[config.mk]
export PLATFORM = sky130hd
export DESIGN_NAME = imm_ext_pipe
export DESIGN_NICKNAME = d
export VERILOG_FILES = /design/src/rtl/imm_ext_pipe.sv
export SDC_FILE = /design/constraint.sdc
export NUM_CORES = 1
export LEC_CHECK = 0
export CELL_PAD_IN_SITES_DETAIL_PLACEMENT = 2
export CELL_PAD_IN_SITES_GLOBAL_PLACEMENT = 2
export CORE_UTILIZATION = 29
export CTS_CLUSTER_DIAMETER = 100
export CTS_CLUSTER_SIZE = 28
export DETAILED_ROUTE_END_ITERATION = 8
export GPL_TIMING_DRIVEN = 0
export PLACE_DENSITY_LB_ADDON = 0.1
export SYNTH_ARGS = -nofsm -noshare
export SYNTH_HDL_FRONTEND = slang
export SYNTH_SLANG_ARGS = --single-unit
[constraint.sdc]
create_clock -name clk -period 2.9 [get_ports clk]
set_input_delay 0.725 -clock clk [delete_from_list [all_inputs] [get_ports clk]]
set_output_delay 0.725 -clock clk [all_outputs]
set_load 0.01 [all_outputs]
[src/rtl/imm_ext_pipe.sv]
// imm_ext_pipe: registered RV32 immediate-extension stage with a two-entry
// skid buffer, flush, pass-through tag and a saturating illegal-select count.
// Ports:
//   clk, rst                 clock, synchronous active-high reset
//   flush                    drop every buffered entry and any same-cycle accept
//   in_valid/in_ready        request handshake (in_ready is a flop output)
//   in_instr, in_sel, in_tag raw instruction, format select, sideband tag
//   out_valid/out_ready      result handshake
//   out_imm, out_tag, out_err extended immediate, its tag, illegal-select flag
//   err_count                saturating count of accepted in_sel=111 requests
module imm_ext_pipe #(
   parameter int unsigned XLEN  = 32,
   parameter int unsigned TAG_W = 8,
   parameter int unsigned CNT_W = 16
) (
   input  logic             clk,
   input  logic             rst,
   input  logic             flush,
   input  logic             in_valid,
   output logic             in_ready,
   input  logic [31:0]      in_instr,
   input  logic [2:0]       in_sel,
   input  logic [TAG_W-1:0] in_tag,
   output logic             out_valid,
   input  logic             out_ready,
   output logic [XLEN-1:0]  out_imm,
   output logic [TAG_W-1:0] out_tag,
   output logic             out_err,
   output logic [CNT_W-1:0] err_count
);

   localparam logic [2:0] SEL_I     = 3'b000;
   localparam logic [2:0] SEL_S     = 3'b001;
   localparam logic [2:0] SEL_B     = 3'b010;
   localparam logic [2:0] SEL_U     = 3'b011;
   localparam logic [2:0] SEL_J     = 3'b100;
   localparam logic [2:0] SEL_SHAMT = 3'b101;
   localparam logic [2:0] SEL_ZIMM  = 3'b110;
   localparam logic [2:0] SEL_ILL   = 3'b111;

   logic [63:0]      imm64;
   logic [XLEN-1:0]  new_imm;
   logic             new_err;
   logic             accept;
   logic             drain;

   logic [XLEN-1:0]  out_imm_q,  out_imm_d;
   logic [TAG_W-1:0] out_tag_q,  out_tag_d;
   logic             out_err_q,  out_err_d;
   logic             out_vld_q,  out_vld_d;
   logic [XLEN-1:0]  skid_imm_q, skid_imm_d;
   logic [TAG_W-1:0] skid_tag_q, skid_tag_d;
   logic             skid_err_q, skid_err_d;
   logic             skid_vld_q, skid_vld_d;
   logic [CNT_W-1:0] err_cnt_q,  err_cnt_d;

   // Extension is built at 64 bits and truncated, so XLEN=32 needs no special
   // casing except shamt, whose field width depends on XLEN.
   always_comb begin : extend
      imm64   = '0;
      new_err = 1'b0;
      unique case (in_sel)
         SEL_I:     imm64 = {{52{in_instr[31]}}, in_instr[31:20]};
         SEL_S:     imm64 = {{52{in_instr[31]}}, in_instr[31:25], in_instr[11:7]};
         SEL_B:     imm64 = {{52{in_instr[31]}}, in_instr[7], in_instr[30:25],
                             in_instr[11:8], 1'b0};
         SEL_U:     imm64 = {{32{in_instr[31]}}, in_instr[31:12], 12'b0};
         SEL_J:     imm64 = {{44{in_instr[31]}}, in_instr[19:12], in_instr[20],
                             in_instr[30:21], 1'b0};
         SEL_SHAMT: imm64 = (XLEN == 64) ? {58'b0, in_instr[25:20]}
                                         : {59'b0, in_instr[24:20]};
         SEL_ZIMM:  imm64 = {59'b0, in_instr[19:15]};
         SEL_ILL:   new_err = 1'b1;
         default:   imm64 = '0;
      endcase
   end

   assign new_imm = XLEN'(imm64);
   assign accept  = in_valid & in_ready;
   assign drain   = out_vld_q & out_ready;

   // Next state: flush beats everything; otherwise OUT refills from SKID first
   // so entries never reorder.
   always_comb begin : next_state
      out_imm_d  = out_imm_q;
      out_tag_d  = out_tag_q;
      out_err_d  = out_err_q;
      out_vld_d  = out_vld_q;
      skid_imm_d = skid_imm_q;
      skid_tag_d = skid_tag_q;
      skid_err_d = skid_err_q;
      skid_vld_d = skid_vld_q;
      err_cnt_d  = err_cnt_q;

      if (flush) begin
         out_vld_d  = 1'b0;
         skid_vld_d = 1'b0;
      end else begin
         if (accept && new_err && (err_cnt_q != '1)) begin
            err_cnt_d = err_cnt_q + CNT_W'(1);
         end
         if (!out_vld_q || drain) begin
            if (skid_vld_q) begin
               out_imm_d  = skid_imm_q;
               out_tag_d  = skid_tag_q;
               out_err_d  = skid_err_q;
               out_vld_d  = 1'b1;
               skid_vld_d = accept;
               if (accept) begin
                  skid_imm_d = new_imm;
                  skid_tag_d = in_tag;
                  skid_err_d = new_err;
               end
            end else begin
               out_vld_d = accept;
               if (accept) begin
                  out_imm_d = new_imm;
                  out_tag_d = in_tag;
                  out_err_d = new_err;
               end
            end
         end else if (accept) begin
            skid_imm_d = new_imm;
            skid_tag_d = in_tag;
            skid_err_d = new_err;
            skid_vld_d = 1'b1;
         end
      end
   end

   always_ff @(posedge clk) begin : regs
      if (rst) begin
         out_imm_q  <= '0;
         out_tag_q  <= '0;
         out_err_q  <= 1'b0;
         out_vld_q  <= 1'b0;
         skid_imm_q <= '0;
         skid_tag_q <= '0;
         skid_err_q <= 1'b0;
         skid_vld_q <= 1'b0;
         err_cnt_q  <= '0;
      end else begin
         out_imm_q  <= out_imm_d;
         out_tag_q  <= out_tag_d;
         out_err_q  <= out_err_d;
         out_vld_q  <= out_vld_d;
         skid_imm_q <= skid_imm_d;
         skid_tag_q <= skid_tag_d;
         skid_err_q <= skid_err_d;
         skid_vld_q <= skid_vld_d;
         err_cnt_q  <= err_cnt_d;
      end
   end

   // in_ready comes straight from the SKID valid flop: no path from out_ready.
   assign in_ready  = ~skid_vld_q;
   assign out_valid = out_vld_q;
   assign out_imm   = out_imm_q;
   assign out_tag   = out_tag_q;
   assign out_err   = out_err_q;
   assign err_count = err_cnt_q;

endmodule

## After elaboration in Yosys (flattened, before gate mapping)

Index checks and enable logic that the tools add are counted.

- Bits in registers: 100
- Input bits: 48

- Add/subtract/negate cells: 1
- Eq/ne operators: 9
- Muxes and demuxes: 21
- Bitwise logic cells: 4
- Reductions and logical operators: 11

Operators with widths:

| kind | count |
|---|---|
| $pmux 32 s7 | 1 |
| $mux 32 | 5 |
| $mux 8 | 5 |
| $add 16x1->16 const B | 1 |
| $ne 16x16->1 const B | 1 |
| $eq 3x3->1 const B | 4 |
| $mux 1 | 10 |
| $eq 3x2->1 const B | 2 |
| $reduce_and 2->1 | 2 |
| $reduce_bool 2->1 | 2 |
| $eq 3x1->1 const B | 1 |
| $logic_not 3->1 | 1 |
| $reduce_and 3->1 | 1 |
| $and 1x1->1 | 2 |
| $logic_and 1x1->1 | 2 |
| $ne 2x2->1 const B | 1 |
| $not 1->1 | 2 |
| $reduce_or 2->1 | 1 |
| $logic_not 1->1 | 1 |
| $logic_or 1x1->1 | 1 |

## Longest topological paths before layout

Gate-level depths: netlist (run 1).

- Depth in word-level cells: 5
- Depth in mapped cells: 7

## Least setup slack after synthesis (run 1)

OpenSTA, ideal clock, no wires.

- Path type: input -> register
- Start point: input port flush
- End point: register err_cnt_q[11] (netlist: err_count[11])
- Arrival: 2.275 ns
- Data required time: 2.779 ns
- Slack: 0.504 ns
- Cell stages on the path: 5
- Cells stage by stage: or3b_4 -> or4_1 -> buf_2 -> nor3_1 -> mux2_2

- Longest elaborated chain between the ends: 2

Ends and longest elaborated chain:

| what | RTL line | RTL |
|---|---|---|
| from (decl) | 18 | `input logic flush,` |
| $not 1->1 (no line) | n/a |  |
| $reduce_and 2->1 (no line) | n/a |  |
| to (signal assigned) | 151 | `err_cnt_q <= err_cnt_d;` |
| to (decl) | 55 | `logic [CNT_W-1:0] err_cnt_q, err_cnt_d;` |

Every way passes these cells.
A chain may end at the register's enable or synchronous reset.

## Worst setup path after layout (run 1)

- Start point: register skid_vld_q
- End point: output port in_ready

- Longest elaborated chain between the ends: 1

Ends and longest elaborated chain:

| what | RTL line | RTL |
|---|---|---|
| from (decl) | 54 | `logic skid_vld_q, skid_vld_d;` |
| from (signal assigned) | 150 | `skid_vld_q <= skid_vld_d;` |
| $not 1->1 | 156 | `assign in_ready = ~skid_vld_q;` |
| to (decl) | 20 | `output logic in_ready,` |

Every way passes these cells.

==> results of run 1 <==
-- registers in the layout, summed over array words and instances, names as in the netlist --
| register | flops |
|---|---|
| err_count | 16 |
| skid_imm_q | 32 |
| skid_err_q | 1 |
| out_valid | 1 |
| skid_tag_q | 8 |
| out_err | 1 |
| out_imm | 32 |
| out_tag | 8 |
| skid_vld_q | 1 |
-- kinds of logic (layout without fill, tap and decap cells) --
| kind of cell | after synthesis | count (layout) | synth area share, % |
|---|---|---|---|
| AO/OA/AOI/OAI | 135 | 135 | 19.4 |
| adder cells (fa/ha/maj) | 2 | 2 | 0.474 |
| buffers and inverters | 63 | 175 | 5.06 |
| flip-flops | 100 | 100 | 42.1 |
| multiplexers | 17 | 17 | 3.71 |
| AND/OR/NAND/NOR | 281 | 281 | 29.2 |
-- where the power goes --
group          switching, mW  leakage (nW)  total [mW]  internal [mW]
sequential            0.0249         0.812        1.44           1.41
clock                  0.619         0.167        1.40          0.782
combinational          0.250          1.09       0.445          0.195
total                  0.895          2.07        3.28           2.39
-- routing by layer --
metal	global-route usage [%]	part of all wire, %	vias to the layer above
li1	-	-	2413
met5	0	0	-
met3	2.05	3.3	12
met4	6.70	1.0	0
met2	40.2	49	111
met1	30.2	46	2542
-- layout make-up --
cell class | instances | share of cell area, %
Multi-Input combinational cell | 435 | 39.6
Clock buffer | 9 | 3.55
Timing Repair Buffer | 98 | 15.4
Tap cell | 216 | 4.26
Buffer | 55 | 3.34
Clock inverter | 7 | 1.84
Inverter | 6 | 0.414
Sequential cell | 100 | 31.6
-- critical path: stages (launching register included) --
cell and delay (ns):
dfxtp_1 0.36, clkbuf_1 0.50, clkinvlp_4 0.30, clkdlybuf4s50_1 0.53
-- cell usage in the layout (no fill, tap or decap), types with 6 or more instances in the layout --
| cell type | Yosys | layout |
|---|---|---|
| clkbuf_1 | 51 | 48 |
| o31ai_1 | 7 | 7 |
| nand3b_1 | 19 | 19 |
| a21oi_1 | 48 | 48 |
| clkdlybuf4s50_1 | 0 | 97 |
| or4_1 | 8 | 8 |
| nor3_1 | 64 | 64 |
| o21ai_0 | 15 | 15 |
| mux2i_1 | 12 | 12 |
| nand2_1 | 39 | 39 |
| dfxtp_1 | 100 | 100 |
| clkbuf_16 | 0 | 9 |
| a221oi_1 | 17 | 17 |
| a32o_1 | 13 | 13 |
| nor4_1 | 6 | 6 |
| nor2_1 | 83 | 83 |
| a211oi_1 | 16 | 16 |
| nand3_1 | 27 | 27 |
| or3_1 | 14 | 14 |
| a22oi_1 | 11 | 11 |
-- worst min path at each step --
stage               slack (ns)  depth (start not counted)      startpoint        endpoint
finish                    0.46                          2   skid_imm_q[9]   skid_imm_q[9]
global route              0.48                          2   skid_imm_q[7]   skid_imm_q[7]
CTS                       0.46                          2   skid_imm_q[9]   skid_imm_q[9]
detailed placement        0.45                          2   skid_imm_q[9]   skid_imm_q[9]
global placement          0.44                          2   skid_imm_q[6]   skid_imm_q[6]
floorplan                 0.43                          2  skid_imm_q[10]  skid_imm_q[10]
-- what timing repair did --
action / in CTS / in global routing
setup buffers: 1 / 0
gates resized for setup: 1 / 4
endpoints found under the setup margin: 2 / 2
-- metrics by stage --
stage               cells  hold slack (ns)  instance area [um2]
floorplan             598            0.432                 4750
global placement      911            0.438                 5990
detailed placement    911            0.451                 5990
CTS                   926            0.462                 6340
global route          926            0.479                 6340
finish                926            0.460                 6340
==> key figures, run 1 <==
Setup path
  – RR Startpoint: err_count[0]
  – Crit path from: skid_vld_q
  – CP startpoint kind: flop
  – Endpoint type of the worst setup path: output port
  – Reg2Reg Capture Point: err_count[1]
  – Setup Crit Path Kind: flop to output port
  – CP arrival: 2.05 ns
  – Flop2flop setup slack: 0.25 ns
  – R2r worst-path depth: 6
  – Crit path max fanout: 10
  – Req. time, crit path: 2.17 ns
  – Critical Path Sink: in_ready

Yosys
  – Yosys top cell area share: 42.1%
  – Asr flop ratio synth: 0%
  – Post-synth top cells: 100 x dfxtp_1, 83 x nor2_1, 64 x nor3_1
  – Synth cell types: 42
  – Most common cell in the netlist: dfxtp_1
  – Net count after synthesis: roughly 650
  – Seq cells post-synth: 100
  – Ys flop type: dfxtp_1
  – Mapped Cells: 598
  – Area leader, netlist: dfxtp_1
  – Top post-synthesis cells by area: dfxtp_1 42%, nor3_1 6.7%, nor2_1 6.6%
  – Yosys warning count: 0
  – Mapped Area: 0.00475 mm2
  – Post-synth EDFFs: 0
  – Mean Syn Cell Area: just under 8 um2
  – Post-synthesis sequential area ratio: a little over two fifths

Finish
  – Fillers: 1,856
  – Fraction of layout cells with a size suffix above 1: 4.37%
  – N_diodes: 0
  – Synth-to-Final Area Change: 33.5%
  – Final net count: 754
  – Core Util, Final: 39.8%
  – Footprint of the multi-input gates: 0.00251 mm2
  – Register area: 0.00200 mm2

Power
  – Pwr dens: 518 mW/mm2
  – Pleak: around 2.1 nW
  – Pwr Total: 3.28 mW
  – Worst VDD drop: 0.267 mV

CTS
  – Hold_buf cts: 0
  – Bufs on Longest Clock Path: 2
  – Root Buffer: clkbuf_16
  – Clock Pin Slew Worst Setup and Hold Paths: 0.08 ns
  – Clock Sinks: 100
  – CTS H-tree lvls: 3
  – Skew-Pair Late Insertion Delay: 0.36 ns
  – Num CTS Buffers: 9
  – TritonCTS clock tree: yes

Timing
  – Worst setup margin: 0.121 ns
  – RSZ-0062 raised after global routing: no
  – Layout Skew: between 0.009 and 0.01 ns
  – Final-report setup violation count: 0
  – Max Slew Vio Count: 0
  – Final setup TNS: 0 ns
  – Worst-Margin Slew: 1.07 ns
  – Tcrit/Tclk final: 95.8%
  – Clock period minus worst slack: around 2.8 ns
  – Endpoints failing hold: 0
  – F_max: about 360 MHz
  – Slew headroom: 27.8%

GRT
  – Vias in the first global route: 5,490
  – Total gr overflow: 0
  – Largest net degree at the start of global routing: 20
  – Antenna violations before repair: 0
  – GRT Total Usage: 23.1%
  – First-pass GRT wire length: 29,800 um

Die
  – Die W: 130 um
  – Die Span Y: 130 um
  – Ports: 107
  – Core area: 0.0159 mm2
  – Die area: 0.0169 mm2
  – Initial Util: 29.8%
  – Rows: between 40 and 50

Drt
  – Antenna Nets Post-Route: 0
  – DR vias/cell: 5.48
  – Drt first pass iters: 4
  – DRC: 0
  – Drt wl/cell: 20.1 um
  – Vias: 5,078
  – Routed wire length: ~19,000 um
  – Starting DRT DRC Count: 170

Placement
  – Final GP Congestion: 0.858
  – Half-perimeter wire length after placement: between 10,000 and 15,000 um
  – IO buf count: 97
  – Pre-CTS setup slack: -0.400 ns

Status
  – Status: complete, no violations

Run
  – Total of max-cap violations: 0

Worst hold path
  – Worst hold path type: flop to flop
(Power assumes the default switching activity.)
==> run 2, diff against run 1 <==
--- a/config.mk
+++ b/config.mk
@@ -5,11 +5,12 @@
 export SDC_FILE = /design/constraint.sdc
 export NUM_CORES = 1
 export LEC_CHECK = 0
+export CAP_MARGIN = 20
 export CELL_PAD_IN_SITES_DETAIL_PLACEMENT = 2
 export CELL_PAD_IN_SITES_GLOBAL_PLACEMENT = 2
 export CORE_UTILIZATION = 29
 export CTS_CLUSTER_DIAMETER = 100
-export CTS_CLUSTER_SIZE = 28
+export CTS_CLUSTER_SIZE = 40
 export DETAILED_ROUTE_END_ITERATION = 8
 export GPL_TIMING_DRIVEN = 0
 export PLACE_DENSITY_LB_ADDON = 0.1
==> results of run 2 <==
Final layout, timing and power as in run 1 (identical DEF).
